`src/rtl/fetch_stage_if.sv`:
```
// Fetch stage bus bundle: the rom port, the redirect request from execute and
// the valid/ready hand-off to decode.
// master: the fetch stage side. slave: the surrounding rom/execute/decode side.
// FETCH_MISALIGN_EN adds the out_misaligned flag next to the decode payload.
interface fetch_stage_if;
    logic [31:0] rom_addr;
    logic [31:0] rom_data;
    logic        redirect_valid;
    logic [31:0] redirect_pc;
    logic        out_valid;
    logic        out_ready;
    logic [31:0] out_instr;
    logic [31:0] out_pc;
`ifdef FETCH_MISALIGN_EN
    logic        out_misaligned;

    modport master (
        output rom_addr,
        input  rom_data,
        input  redirect_valid,
        input  redirect_pc,
        output out_valid,
        input  out_ready,
        output out_instr,
        output out_pc,
        output out_misaligned
    );

    modport slave (
        input  rom_addr,
        output rom_data,
        output redirect_valid,
        output redirect_pc,
        input  out_valid,
        output out_ready,
        input  out_instr,
        input  out_pc,
        input  out_misaligned
    );
`else
    modport master (
        output rom_addr,
        input  rom_data,
        input  redirect_valid,
        input  redirect_pc,
        output out_valid,
        input  out_ready,
        output out_instr,
        output out_pc
    );

    modport slave (
        input  rom_addr,
        output rom_data,
        output redirect_valid,
        output redirect_pc,
        input  out_valid,
        output out_ready,
        input  out_instr,
        input  out_pc
    );
`endif
endinterface

```
`src/rtl/fetch_stage.sv`:
```
// Instruction fetch stage for the rv32i pipeline.
// Owns the PC, addresses the synchronous-read rom, tags each returned word
// with its PC and hands {instr, pc} to decode. A small buffer absorbs decode
// backpressure; a credit check stops issue before the buffer could overflow,
// and a redirect from execute flushes everything in flight.
// Optional feature macro: FETCH_MISALIGN_EN
//   defined   : misaligned redirect targets are fetched once, flagged on
//               out_misaligned, and issue halts until the next redirect.
//   undefined : redirect targets are truncated to a word boundary.
module fetch_stage #(
    parameter logic [31:0] RESET_PC  = 32'h0000_0000,
    parameter int          BUF_DEPTH = 2
) (
    input logic           clock,
    input logic           reset_n,
    fetch_stage_if.master bus
);

    localparam int PW = (BUF_DEPTH > 2) ? 2 : 1;
    localparam int CW = 3;

    logic [31:0]   pc_q, pc_d;
    logic          resp_valid_q, resp_valid_d;
    logic [31:0]   resp_pc_q, resp_pc_d;
    logic [31:0]   fifo_instr_q [BUF_DEPTH];
    logic [31:0]   fifo_pc_q    [BUF_DEPTH];
    logic [PW-1:0] head_q, tail_q;
    logic [CW-1:0] count_q;
    logic [31:0]   last_instr_q, last_pc_q;

    logic [31:0]   redir_tgt;
    logic          buf_nonempty;
    logic          out_valid;
    logic [31:0]   sel_instr, sel_pc;
    logic          pop, buf_pop, push;
    logic [CW:0]   occupancy;
    logic          issue_ok;
    logic          halted;

    function automatic logic [PW-1:0] ptr_inc(input logic [PW-1:0] p);
        return (p == PW'(BUF_DEPTH - 1)) ? '0 : p + 1'b1;
    endfunction

`ifdef FETCH_MISALIGN_EN
    logic halt_q, halt_d;
    assign redir_tgt = bus.redirect_pc;
    assign halted    = halt_q;
`else
    assign redir_tgt = bus.redirect_pc & ~32'h3;
    assign halted    = 1'b0;
`endif

    // Presented word: buffer head first, otherwise the rom word landing now.
    always_comb begin
        buf_nonempty = (count_q != '0);
        out_valid    = buf_nonempty | resp_valid_q;
        sel_instr    = buf_nonempty ? fifo_instr_q[head_q] : bus.rom_data;
        sel_pc       = buf_nonempty ? fifo_pc_q[head_q]    : resp_pc_q;
        pop          = out_valid & bus.out_ready;
        buf_pop      = pop & buf_nonempty;
        // the landing word is consumed only if it bypassed straight to decode
        push         = resp_valid_q & (buf_nonempty | ~bus.out_ready);
        occupancy    = (CW+1)'(count_q) + (CW+1)'(resp_valid_q) - (CW+1)'(pop);
        issue_ok     = (occupancy < (CW+1)'(BUF_DEPTH));
    end

    assign bus.rom_addr  = bus.redirect_valid ? redir_tgt : pc_q;
    assign bus.out_valid = out_valid;
    assign bus.out_instr = out_valid ? sel_instr : last_instr_q;
    assign bus.out_pc    = out_valid ? sel_pc    : last_pc_q;
`ifdef FETCH_MISALIGN_EN
    assign bus.out_misaligned = out_valid & (sel_pc[1:0] != 2'b00);
`endif

    // Issue decision: redirect wins, otherwise issue only while credit remains.
    always_comb begin
        pc_d         = pc_q;
        resp_valid_d = 1'b0;
        resp_pc_d    = resp_pc_q;
`ifdef FETCH_MISALIGN_EN
        halt_d       = halt_q;
`endif
        if (bus.redirect_valid) begin
            pc_d         = redir_tgt + 32'd4;
            resp_valid_d = 1'b1;
            resp_pc_d    = redir_tgt;
`ifdef FETCH_MISALIGN_EN
            halt_d       = (redir_tgt[1:0] != 2'b00);
`endif
        end else if (issue_ok && !halted) begin
            pc_d         = pc_q + 32'd4;
            resp_valid_d = 1'b1;
            resp_pc_d    = pc_q;
`ifdef FETCH_MISALIGN_EN
            halt_d       = (pc_q[1:0] != 2'b00);
`endif
        end
    end

    // PC and in-flight read tracking.
    always_ff @(posedge clock or negedge reset_n) begin
        if (!reset_n) begin
            pc_q         <= RESET_PC;
            resp_valid_q <= 1'b0;
            resp_pc_q    <= '0;
`ifdef FETCH_MISALIGN_EN
            halt_q       <= 1'b0;
`endif
        end else begin
            pc_q         <= pc_d;
            resp_valid_q <= resp_valid_d;
            resp_pc_q    <= resp_pc_d;
`ifdef FETCH_MISALIGN_EN
            halt_q       <= halt_d;
`endif
        end
    end

    // Buffer pointers and occupancy; a redirect empties the buffer.
    always_ff @(posedge clock or negedge reset_n) begin
        if (!reset_n) begin
            head_q  <= '0;
            tail_q  <= '0;
            count_q <= '0;
        end else if (bus.redirect_valid) begin
            head_q  <= '0;
            tail_q  <= '0;
            count_q <= '0;
        end else begin
            if (push)    tail_q <= ptr_inc(tail_q);
            if (buf_pop) head_q <= ptr_inc(head_q);
            count_q <= count_q + CW'(push) - CW'(buf_pop);
        end
    end

    // Buffer storage; contents are only meaningful below count_q, so no reset.
    always_ff @(posedge clock) begin
        if (push && !bus.redirect_valid) begin
            fifo_instr_q[tail_q] <= bus.rom_data;
            fifo_pc_q[tail_q]    <= resp_pc_q;
        end
    end

    // Remember the last presented word so outputs hold while nothing is valid.
    always_ff @(posedge clock or negedge reset_n) begin
        if (!reset_n) begin
            last_instr_q <= '0;
            last_pc_q    <= '0;
        end else if (out_valid) begin
            last_instr_q <= sel_instr;
            last_pc_q    <= sel_pc;
        end
    end

endmodule

```
`src/flat_wrapper.sv`:
```
// flat-port wrapper written by rule: the top's interface ports become plain ports
module fetch_stage_flat 
#(
    parameter logic [31:0] RESET_PC  = 32'h0000_0000,
    parameter int          BUF_DEPTH = 2
)
  (clock, reset_n, bus_rom_addr, bus_rom_data, bus_redirect_valid, bus_redirect_pc, bus_out_valid, bus_out_ready, bus_out_instr, bus_out_pc);
  fetch_stage_if bus_i ();
  input logic clock;
  input logic reset_n;
  output wire logic [$bits(bus_i.rom_addr)-1:0] bus_rom_addr;
  input wire logic [$bits(bus_i.rom_data)-1:0] bus_rom_data;
  input wire logic [$bits(bus_i.redirect_valid)-1:0] bus_redirect_valid;
  input wire logic [$bits(bus_i.redirect_pc)-1:0] bus_redirect_pc;
  output wire logic [$bits(bus_i.out_valid)-1:0] bus_out_valid;
  input wire logic [$bits(bus_i.out_ready)-1:0] bus_out_ready;
  output wire logic [$bits(bus_i.out_instr)-1:0] bus_out_instr;
  output wire logic [$bits(bus_i.out_pc)-1:0] bus_out_pc;
  assign bus_rom_addr = bus_i.rom_addr;
  assign bus_i.rom_data = bus_rom_data;
  assign bus_i.redirect_valid = bus_redirect_valid;
  assign bus_i.redirect_pc = bus_redirect_pc;
  assign bus_out_valid = bus_i.out_valid;
  assign bus_i.out_ready = bus_out_ready;
  assign bus_out_instr = bus_i.out_instr;
  assign bus_out_pc = bus_i.out_pc;
  fetch_stage #(.RESET_PC(RESET_PC), .BUF_DEPTH(BUF_DEPTH)) u_core (.clock(clock), .reset_n(reset_n), .bus(bus_i));
endmodule
```
`config.mk`:
```
export PLATFORM = sky130hd
export DESIGN_NAME = fetch_stage_flat
export DESIGN_NICKNAME = d
export VERILOG_FILES = /design/src/rtl/fetch_stage_if.sv /design/src/rtl/fetch_stage.sv /design/src/flat_wrapper.sv
export SDC_FILE = /design/constraint.sdc
export NUM_CORES = 1
export LEC_CHECK = 0
export ABC_AREA = 1
export BUFFER_PORTS_ARGS = -buffer_cell sky130_fd_sc_hd__buf_2
export CAP_MARGIN = 20
export CORE_MARGIN = 2
export CORE_UTILIZATION = 62
export DETAILED_ROUTE_END_ITERATION = 8
export PLACE_DENSITY = 0.95
export REMOVE_ABC_BUFFERS = 1
export SLEW_MARGIN = 20
export SYNTH_ARGS = -nofsm -noshare
export SYNTH_HDL_FRONTEND = slang
export SYNTH_SLANG_ARGS = --single-unit
```
`constraint.sdc`:
```
create_clock -name clock -period 10.4 [get_ports clock]
set_input_delay 0 -clock clock [delete_from_list [all_inputs] [get_ports clock]]
set_output_delay 0 -clock clock [all_outputs]
set_load 0.005 [all_outputs]
```
-- Word level (Yosys, flattened, before mapping)
Memories as Yosys holds them, arrays and structs flattened.
Cells that the tools add are included.
- word-level logic and storage cells: 51
- bits of input ports: 68
- output and inout port bits: 97
- latch bits: 0
- ROM bits: 0
- bits in registers: 134
- memories kept: 2
- bits in writable memories: 128
- equality and inequality tests: 0
- shift-type cells: 0
- bitwise operators: 6
- $mul: 0
- reduce and logical (&&, ||, !) cells: 6
- mux-type cells: 20
- divide/modulo/power cells: 0
- add/sub/neg operators: 8
- magnitude comparators: 1
- memory list (name ; words ; bits a word ; rd ports ; clocked after Yosys merged registers in ; write ports ; line ; text):
    u_core.fifo_instr_q ; 2 ; 32 ; 1 ; 0 ; 1 ; fetch_stage.sv:25 ; logic [31:0] fifo_instr_q [BUF_DEPTH];
    u_core.fifo_pc_q ; 2 ; 32 ; 1 ; 0 ; 1 ; fetch_stage.sv:26 ; logic [31:0] fifo_pc_q [BUF_DEPTH];
- operators with widths (kind ; count):
    32-bit two-way mux ; 9
    32-bit by 3-bit adder with 32-bit output, second input constant ; 2
    1-bit two-way mux ; 10
    2-bit nonzero test ; 3
    3-bit by 1-bit adder with 4-bit output ; 1
    4-bit by 2-bit < comparator with 1-bit output, second input constant ; 1
    4-bit by 1-bit subtractor with 4-bit output ; 1
    3-bit by 1-bit adder with 3-bit output ; 1
    1-bit AND ; 3
    3-bit two-way mux ; 1
    3-bit nonzero test ; 1
    3-bit by 1-bit subtractor with 3-bit output ; 1
    1-bit adder, second input constant ; 2
    1-bit OR ; 2
    1-bit logical AND ; 1
    1-bit logical NOT ; 1
    1-bit inverter ; 1

-- Longest topological paths before layout
Gate-level depths: netlist of run 1.
- word-level depth: 7
- mapped depth: 20
- depth with buffers taken out: 17

-- Least setup slack after synthesis of run 1
No wires, ideal clock.
- path kind: register to register
- from: register u_core.resp_valid_q
- to: memory u_core.fifo_instr_q[0][0] (enable)
- arrival: 3.495 ns
- clock period less this slack: 3.978 ns
- setup time: 0.482 ns
- data required time: 9.918 ns
- buffers on the path: 1
- slack: 6.422 ns
- cell stages (with the launch flop): 6
- cells stage by stage: dfrtp_1 -> clkbuf_1 -> o21ai_0 -> inv_1 -> nand2_1 -> nor2_1
- cells in the longest elaborated chain, start to end: 4
- RTL lines (what ; line ; text):
    start, declared ; fetch_stage.sv:23 ; logic resp_valid_q, resp_valid_d;
    start signal, assigned ; fetch_stage.sv:111 ; resp_valid_q <= resp_valid_d;
    1-bit AND ; fetch_stage.sv:62 ; push = resp_valid_q & (buf_nonempty | ~bus.out_ready);
    1-bit logical AND ; fetch_stage.sv:138 ; if (push && !bus.redirect_valid) begin
    1-bit two-way mux ; fetch_stage.sv:138 ;
    1-bit two-way mux (implied by the code) ; fetch_stage.sv:139 ; fifo_instr_q[tail_q] <= bus.rom_data;
    end, declared ; fetch_stage.sv:25 ;
Every way passes these cells.

-- Worst setup path in the final report of run 1
- from: register u_core.count_q[1]
- to: register u_core.resp_pc_q[9]
- cells in the longest elaborated chain, start to end: 6
- elaborated cells between the ends (all ways): 7
- classes of those cells: 2 x add/sub; 1 x order compare; 2 x bitwise; 2 x reduce/logical
- RTL lines (what ; line ; text):
    start, declared ; fetch_stage.sv:28 ; logic [CW-1:0] count_q;
    start signal, assigned ; fetch_stage.sv:132 ; count_q <= count_q + CW'(push) - CW'(buf_pop);
    parallel branches: the longest is 3 deep, another holds 3-bit by 1-bit adder with 4-bit output ; - ;
    4-bit by 1-bit subtractor with 4-bit output (*) ; fetch_stage.sv:63 ; occupancy = (CW+1)'(count_q) + (CW+1)'(resp_valid_q) - (CW+1)'(pop);
    4-bit by 2-bit < comparator with 1-bit output (*) ; fetch_stage.sv:64 ; issue_ok = (occupancy < (CW+1)'(BUF_DEPTH));
    2-bit nonzero test (no source line) (*) ; - ;
    end signal, assigned ; fetch_stage.sv:112 ; resp_pc_q <= resp_pc_d;
    end, declared ; fetch_stage.sv:24 ; logic [31:0] resp_pc_q, resp_pc_d;
Mark *: on every way between the ends.
A chain may end at the register's enable or synchronous reset.

==> results of run 1 <==
-- critical path, delay by kind of cell (launching register included) --
kind / cells / cell delay [ns]
buffers and inverters: 6 / 1.91
AND/OR/NAND/NOR: 8 / 1.41
adder cells (fa/ha/maj): 2 / 0.79
flip-flops: 1 / 0.42
-- flip-flops by register name, indices dropped and copies added (netlist names) --
name and cells:
u_core.resp_valid_q 1, u_core.head_q 1, u_core.last_instr_q 32, u_core.fifo_instr_q 64
u_core.last_pc_q 32, u_core.tail_q 1, u_core.fifo_pc_q 60, u_core.pc_q 30
u_core.count_q 3, u_core.resp_pc_q 30
-- cells by family after synthesis --
group | Yosys count
flip-flops | 254
buffers and inverters | 118
AO/OA/AOI/OAI | 105
adder cells (fa/ha/maj) | 8
other | 1
AND/OR/NAND/NOR | 612
XOR/XNOR | 7
-- routing by layer --
layer | routed length (um) | share of wire (%) | track usage [%] | vias to the layer above
met5 | 0 | 0 | 0 | -
met4 | 731 | 2.6 | 9.99 | 0
met3 | 2130 | 7.6 | 3.67 | 72
met2 | 14100 | 50 | 49.9 | 475
met1 | 11000 | 39 | 38.7 | 4345
li1 | - | - | - | 4157
-- worst min-delay path by stage --
stage,endpoint,cells past startpoint,slack (ns)
4_1_cts,u_core.pc_q[24],6,0.001
3_3_place_gp,u_core.pc_q[2],1,0.02
6_report,u_core.resp_pc_q[2],6,0.009
5_1_grt,u_core.resp_pc_q[23],5,0.04
2_1_floorplan,u_core.count_q[0],0,-0.30
3_5_place_dp,u_core.resp_pc_q[3],1,0.03
-- final cells by class --
cell class	count	area share [%]
Timing Repair Buffer	224	10.5
Inverter	51	1.47
Sequential cell	254	51.6
Clock buffer	33	5.45
Multi-Input combinational cell	734	27.1
Tap cell	229	2.12
Clock inverter	15	1.72
-- where the power goes --
group          leakage [nW]  total (mW)  internal, mW  switching, mW
clock network         0.485        1.04         0.651          0.390
logic                  2.54        1.41         0.459          0.956
registers              2.75        1.62          1.45          0.169
-- metrics by stage --
step	cells	total power, mW	util, %
finish	1540	4.08	76.1
global route	1540	4.31	76.1
CTS	1540	4.07	76.1
detailed placement	1437	3.00	67.6
global placement	1437	2.92	67.6
floorplan	1039	2.41	-
-- layout by cell type, fill, tap and decap left out, drive strengths merged --
cell / Yosys / final
nand2: 271 / 271
edfxtp: 124 / 124
conb: 1 / 2
and2: 2 / 2
or2: 1 / 1
xor2: 6 / 6
xnor2: 1 / 1
clkbuf: 43 / 33
nor2: 174 / 174
ha: 6 / 6
o21a: 2 / 2
nand4: 3 / 3
o21ai: 38 / 38
a21oi: 2 / 2
o311ai: 62 / 62
inv: 49 / 51
clkinv: 2 / 9
nand3: 161 / 161
buf: 24 / 169
dfrtp: 130 / 130
o22ai: 1 / 1
dlygate4sd3: 0 / 55
fa: 2 / 2
bufinv: 0 / 6
==> results.json, run 1 <==
{
  "cp-startpoint": "u_core.count_q[1]",
  "worstSetupStartpointType": "flip-flop",
  "max_stage_delay_ns": 0.60,
  "synth_top_area_cell": "edfxtp_1",
  "hp-start": "bus_redirect_pc[2]",
  "status": "complete, no violations",
  "wirelength_um": 28000,
  "drive_gt1_share_pct": 21.2,
  "core-area_um2": 17800,
  "synthFlopType": "dfrtp_1",
  "r2r_cells": 16,
  "ys_ff_latch": 254,
  "grt.total_usage_pct": 29.0,
  "tritoncts": "built",
  "htree_levels": 1,
  "clk_pin_slew_ns": 0.06,
  "synth_compound_area_share_pct": 6.86,
  "clock_latency_ns": 0.53,
  "io_pins": 165,
  "initial_core_util_pct": 62.7,
  "rows": 49,
  "cpMaxStageDelayCell": "inv_2",
  "fin_hold_ws_ns": 0.00877,
  "timing.final.ws_setup_ns": 5.73,
  "final_antenna_net_count": 0,
  "post_cts.repair.setup_buffers": 0,
  "seq_area_um2": 6980,
  "r2r_setup_slack_ns": 5.73,
  "avgSynthCellArea_um2": 10.1,
  "synthCells": 1105,
  "relSlewSlack_pct": 35.0,
  "io_buffers": 160,
  "dieHeight_um": 138,
  "design_area_um2": 13500,
  "cts_made_buffers": 26,
  "multi_input_comb_area_um2": 3670,
  "synth_top_area_share_pct": 33.4,
  "synth_common_cells": "nand2_1 (236), nand3_1 (161), nor2_1 (157)",
  "cts_resized": 0,
  "vias": 9049,
  "viasPerCell": 5.88,
  "cp.required_ns": 10.86,
  "power.density_nw_per_um2": 301,
  "clk_path_buf_depth": 3,
  "setup-tns-final_ns": 0,
  "skew_ns": 0.0125,
  "gp_congestion": 0.921,
  "cp_data_arrival_time_ns": 5.13,
  "r2r-start": "u_core.count_q[1]",
  "dp_hpwl_um": 15900,
  "fill_cells": 1129,
  "synth_mux_area_share_pct": 0,
  "drc": 0,
  "peakVddDrop_mv": 0.174,
  "cp_cell_sequence": "inv_1 -> nand3_1 -> inv_4 -> nand2_1 -> nand2_1 -> inv_1 -> ha_1 -> nor2_1 -> fa_1 -> inv_1 -> nand4_1 -> nand2_2 -> inv_2 -> buf_4 -> nand2_1 -> nand2_1",
  "antenna_cells": 0,
  "ctsHoldBuffers": 55,
  "nets": 1367,
  "synth_edf_count": 124,
  "cap_violations": 0,
  "worst_pin_slew_ns": 0.975,
  "drt_iter0_drc": 861,
  "synth_adder_area_share_pct": 1.03,
  "synth_area_um2": 11200,
  "place_ws_ns": 5.93,
  "grt_first_pass_wirelength_um": 45300,
  "ys_top_cells_by_area": "edfxtp_1 (33%), dfrtp_1 (29%), nand2_1 (7.9%), nand3_1 (7.2%), nor2_1 (5.3%)",
  "crit_fanout": 80,
  "cp_common_cell": "nand2_1",
  "clock_sinks": 254,
  "synth_most_common_cell": "nand2_1",
  "root_buffer": "clkbuf_16",
  "areaGrowthSynthToFinish_pct": 21.4,
  "crit_path_end_kind": "flip-flop",
  "die_area_um2": 19100,
  "grt_max_degree": 110,
  "synth_cell_type_count": 33,
  "grt_pass1_vias": 9107,
  "antenna_found_initial": 0,
  "synth_top_family_by_area": "simple AND/OR/NAND/NOR gates",
  "synth-simple-area-share_pct": 24.3,
  "period_minus_slack_ns": 4.67,
  "place_area_um2": 12000,
  "yosysWarnings": 0,
  "synthArstFlopShare_pct": 51.2,
  "avgRoutedWirePerCell_um": 18.2,
  "fp.dieW_um": 138,
  "drt_first_pass_iters": 5,
  "leakage_nw": 5.77,
  "finalMaxSlewViolations": 0,
  "synth-xor-area-share_pct": 0.550,
  "setup.worst_path.class": "flip-flop to flip-flop",
  "overflow": 0,
  "fmaxAchievable_ghz": 0.214,
  "rsz0062_at_grt": "false",
  "endpoint": "u_core.resp_pc_q[9]",
  "post-route-period-util_pct": 44.9,
  "ys_seq_area_share_pct": 62.6,
  "setup_viol": 0,
  "worstReg2RegEnd": "u_core.resp_pc_q[9]",
  "hold_path_class": "input port to flip-flop",
  "finalHoldViolations": 0
}
(Power assumes the default switching activity.)
==> run 2, diff against run 1 <==
--- a/config.mk
+++ b/config.mk
@@ -9,9 +9,9 @@
 export BUFFER_PORTS_ARGS = -buffer_cell sky130_fd_sc_hd__buf_2
 export CAP_MARGIN = 20
 export CORE_MARGIN = 2
-export CORE_UTILIZATION = 62
+export CORE_UTILIZATION = 52
 export DETAILED_ROUTE_END_ITERATION = 8
-export PLACE_DENSITY = 0.95
+export PLACE_DENSITY = 0.86
 export REMOVE_ABC_BUFFERS = 1
 export SLEW_MARGIN = 20
 export SYNTH_ARGS = -nofsm -noshare
==> constraint.sdc (replaced) <==
create_clock -name clock -period 3.95 [get_ports clock]
set_input_delay 0 -clock clock [delete_from_list [all_inputs] [get_ports clock]]
set_output_delay 0 -clock clock [all_outputs]
set_load 0.005 [all_outputs]
==> results.json, run 2 (synthesis results as in run 1) <==
{
  "core-area_um2": 21000,
  "peakVddDrop_mv": 0.468,
  "nets": 1372,
  "drc": 0,
  "post_cts.repair.setup_buffers": 0,
  "top_regs": "u_core.fifo_instr_q x64, u_core.fifo_pc_q x60",
  "clk_pin_slew_ns": 0.06,
  "status": "complete, no violations",
  "cp_data_arrival_time_ns": 3.51,
  "dr.max_layer_used": "met4",
  "worstSetupStartpointType": "flip-flop",
  "drt-met1-wl_um": 11300,
  "post-route-period-util_pct": 89.0,
  "dp_hpwl_um": 16100,
  "relSlewSlack_pct": 34.4,
  "avgRoutedWirePerCell_um": 17.3,
  "dr_wl_met2_um": 13400,
  "overflow": 0,
  "grt_pass1_vias": 8687,
  "crit_path_end_kind": "output pin",
  "rows": 53,
  "power.density_nw_per_um2": 776,
  "fp.dieW_um": 150,
  "finalMaxSlewViolations": 0,
  "tritoncts": "built",
  "clock_sinks": 254,
  "cts_made_buffers": 27,
  "finalHoldViolations": 0,
  "io_buffers": 160,
  "die_area_um2": 22600,
  "io_pins": 165,
  "grt_max_degree": 100,
  "vias": 8799,
  "skew_ns": 0.00939,
  "dp_cells": 1486,
  "wl_met3_um": 2110,
  "cap_violations": 0,
  "initial_core_util_pct": 53.1,
  "htree_levels": 1,
  "clk_path_buf_depth": 3,
  "dieHeight_um": 150,
  "rsz0062_at_grt": "false",
  "drt_first_pass_iters": 6,
  "root_buffer": "clkbuf_16",
  "crit_fanout": 96,
  "leakage_nw": 5.75,
  "layout.cells.most_common": "nand2_1",
  "place_ws_ns": 0.943,
  "clock_latency_ns": 0.52,
  "largest_reg_flops": 64,
  "wirelength_um": 27500,
  "period_minus_slack_ns": 3.51,
  "antenna_found_initial": 0,
  "drt_iter0_drc": 904,
  "timing.final.ws_setup_ns": 0.436,
  "grt_first_pass_wirelength_um": 43700,
  "areaGrowthSynthToFinish_pct": 21.6,
  "fmaxAchievable_ghz": 0.285,
  "layout_common_cells": "nand2_1 (236), nand3_1 (161), buf_2 (159)",
  "final_antenna_net_count": 0,
  "worst_pin_slew_ns": 0.984,
  "setup.worst_path.class": "flip-flop to output pin",
  "grt.total_usage_pct": 24.4,
  "gp_congestion": 0.927,
  "drive_gt1_share_pct": 21.0,
  "setup_viol": 0,
  "top_register": "u_core.fifo_instr_q",
  "viasPerCell": 5.53,
  "final_cells": 1591,
  "hold_path_class": "input port to flip-flop",
  "cp.required_ns": 3.95,
  "antenna_cells": 0
}
==> run 2: cell count changes in the layout (fill, tap and decap cells not counted), sizes merged <==
cell,before,now
inv,51,52
clkinv,9,13
bufinv,6,3
clkbuf,33,31
buf,169,172
dlygate4sd3,55,56
clkinvlp,0,1
==> run 2: timing repair <==
item                      in CTS  in global routing
hold buffers                  56                  0
hold endpoints to repair     231                  0
gates resized for setup        0                  0
==> run 2: path summary, 6_finish.rpt <==
kind	start	to	slack [ns]	depth (start not counted)
max in group asynchronous	reset_n	u_core.resp_pc_q[21]	2.75	3
min in group asynchronous	reset_n	u_core.last_pc_q[0]	0.15	2
setup reg to reg	u_core.count_q[1]	u_core.resp_pc_q[19]	0.89	16
hold / removal	bus_redirect_valid	u_core.count_q[0]	0.01	2
hold reg to reg	u_core.pc_q[30]	u_core.pc_q[30]	0.48	2
setup / recovery	u_core.count_q[1]	bus_out_pc[6]	0.44	8
==> run 2: metal layers <==
metal	track usage, %	vias up
li1	-	4173
met3	3.97	44
met5	0	-
met4	7.03	0
met1	32.6	4201
met2	41.5	381
==> run 2: worst max-delay path, cell delays in order (launching register included) <==
cell and delay, ns:
dfrtp_1 0.42, inv_1 0.14, nand3_1 0.16, inv_4 0.08, buf_4 0.63, buf_4 0.81, nand3_1 0.19, o311ai_0 0.24
buf_2 0.23
==> run 2: cell type report <==
type                       instances  area, um2
inverter                          51        199
sequential                       254       6980
fill                            1542       7460
clock buffer                      31        711
clock inverter                    18        170
timing repair buffer             228       1480
tap                              275        344
multi-input combinational        734       3670
==> run 2: power breakdown <==
group	internal (mW)	total, mW	switching, mW
Combinational	1.25	3.76	2.51
Clock	1.48	2.50	1.02
Sequential	3.82	4.25	0.430
Total	6.56	10.5	3.96
==> run 2: stage by stage <==
step | util, % | cell area, um2 | hold WS, ns | total power, mW | setup TNS, ns
after floorplan | - | 10800 | -0.296 | 6.35 | -300.46
after global placement | 57.6 | 12100 | 0.194 | 7.78 | 0
after detailed placement | 57.6 | 12100 | 0.204 | 7.96 | 0
after CTS | 64.5 | 13600 | 0.00271 | 10.5 | 0
after global routing | 64.5 | 13600 | 0.0348 | 11.2 | 0
final | 64.5 | 13600 | 0.0121 | 10.5 | 0
==> run 3, diff against run 2 <==
--- a/config.mk
+++ b/config.mk
@@ -9,9 +9,9 @@
 export BUFFER_PORTS_ARGS = -buffer_cell sky130_fd_sc_hd__buf_2
 export CAP_MARGIN = 20
 export CORE_MARGIN = 2
-export CORE_UTILIZATION = 52
+export CORE_UTILIZATION = 50
 export DETAILED_ROUTE_END_ITERATION = 8
-export PLACE_DENSITY = 0.86
+export PLACE_DENSITY = 0.83
 export REMOVE_ABC_BUFFERS = 1
 export SLEW_MARGIN = 20
 export SYNTH_ARGS = -nofsm -noshare
==> results.json, run 3 (synthesis results as in run 1) <==
{
  "clk_pin_slew_ns": 0.06,
  "core-area_um2": 21900,
  "root_buffer": "clkbuf_16",
  "dp_cells": 1492,
  "fin_hold_ws_ns": 0.00558,
  "cts_made_buffers": 26,
  "period_minus_slack_ns": 3.32,
  "cts_resized": 0,
  "layout_common_cells": "nand2_1 (236), nand3_1 (161), buf_2 (159)",
  "initial_core_util_pct": 50.9,
  "antenna_found_initial": 0,
  "die_area_um2": 23500,
  "layout.cells.most_common": "nand2_1",
  "cp_common_cell": "nand3_1",
  "cp.required_ns": 3.95,
  "final_cells": 1596,
  "grt.total_usage_pct": 23.0,
  "drt_first_pass_iters": 5,
  "areaGrowthSynthToFinish_pct": 22.2,
  "clk_path_buf_depth": 3,
  "grt_pass1_vias": 8782,
  "setup.worst_path.class": "flip-flop to output pin",
  "place_ws_ns": 1.05,
  "io_pins": 165,
  "cp_data_arrival_time_ns": 3.32,
  "setup_viol": 0,
  "finalMaxSlewViolations": 0,
  "place_area_um2": 12100,
  "avgRoutedWirePerCell_um": 17.2,
  "crit_fanout": 117,
  "cp_cell_sequence": "inv_1 -> nand3_1 -> inv_4 -> buf_4 -> buf_6 -> nand3_1 -> o311ai_0 -> buf_2",
  "cpMaxStageDelayCell": "buf_6",
  "rows": 54,
  "relSlewSlack_pct": 40.6,
  "overflow": 0,
  "viasPerCell": 5.47,
  "timing.final.ws_setup_ns": 0.626,
  "drt_iter0_drc": 820,
  "worst-path-buf-inv": 5,
  "grt_max_degree": 118,
  "top_register": "u_core.fifo_instr_q",
  "vias": 8728,
  "hold_path_class": "input port to flip-flop",
  "leakage_nw": 5.79,
  "top_regs": "u_core.fifo_instr_q x64, u_core.fifo_pc_q x60",
  "htree_levels": 1,
  "peakVddDrop_mv": 0.405,
  "drc": 0,
  "power.density_nw_per_um2": 776,
  "max_stage_delay_ns": 0.68,
  "design_area_um2": 13600,
  "dieHeight_um": 153,
  "worstSetupStartpointType": "flip-flop",
  "nets": 1372,
  "crit_path_end_kind": "output pin",
  "skew_ns": 0.0110,
  "tritoncts": "built",
  "grt_first_pass_wirelength_um": 44600,
  "worst_pin_slew_ns": 0.891,
  "fmaxAchievable_ghz": 0.301,
  "largest_reg_flops": 64,
  "post-route-period-util_pct": 84.1,
  "cpLargestDelayFamily": "buffers and inverters",
  "antenna_cells": 0,
  "finalCoreUtilization_pct": 62.2,
  "drive_gt1_share_pct": 21.3,
  "setup-tns-final_ns": 0,
  "gp_congestion": 0.829,
  "final_antenna_net_count": 0,
  "status": "complete, no violations",
  "wirelength_um": 27400,
  "fp.dieW_um": 153,
  "rsz0062_at_grt": "false",
  "clock_sinks": 254,
  "io_buffers": 160,
  "total_power_mw": 10.6,
  "clock_latency_ns": 0.52,
  "dp_hpwl_um": 16200,
  "cap_violations": 0,
  "finalHoldViolations": 0
}
run 3: what timing repair did:
action,4_1_cts,5_1_grt
endpoints found under the hold margin,252,0
setup buffers,0,0
hold buffers,56,0
run 3: report_power, final:
group / total [mW] / switching [mW] / internal, mW
combinational: 3.77 / 2.52 / 1.25
sequential: 4.25 / 0.425 / 3.82
clock: 2.56 / 0.980 / 1.58
total: 10.6 / 3.92 / 6.66
run 3: path summary, 6_finish.rpt:
path | start | endpoint | slack (ns) | depth (start not counted)
max | u_core.count_q[1] | bus_out_pc[5] | 0.63 | 8
max in group asynchronous | reset_n | u_core.last_instr_q[21] | 3.24 | 3
min | bus_redirect_valid | u_core.count_q[0] | 0.006 | 2
max reg2reg | u_core.count_q[1] | u_core.pc_q[18] | 1.10 | 15
min reg2reg | u_core.pc_q[30] | u_core.pc_q[30] | 0.48 | 2
min in group asynchronous | reset_n | u_core.last_pc_q[6] | 0.04 | 3
run 3: final cells by class:
class	count	area (um2)
Fill cell	1746	8270
Sequential cell	254	6980
Multi-Input combinational cell	734	3670
Timing Repair Buffer	229	1500
Clock buffer	37	785
Tap cell	280	350
Inverter	51	199
Clock inverter	11	134
run 3: per-layer routing:
layer,routed length (um),track usage [%]
met5,0,0
met4,564,6.73
met3,1520,3.01
met2,13700,40.0
met1,11600,30.6
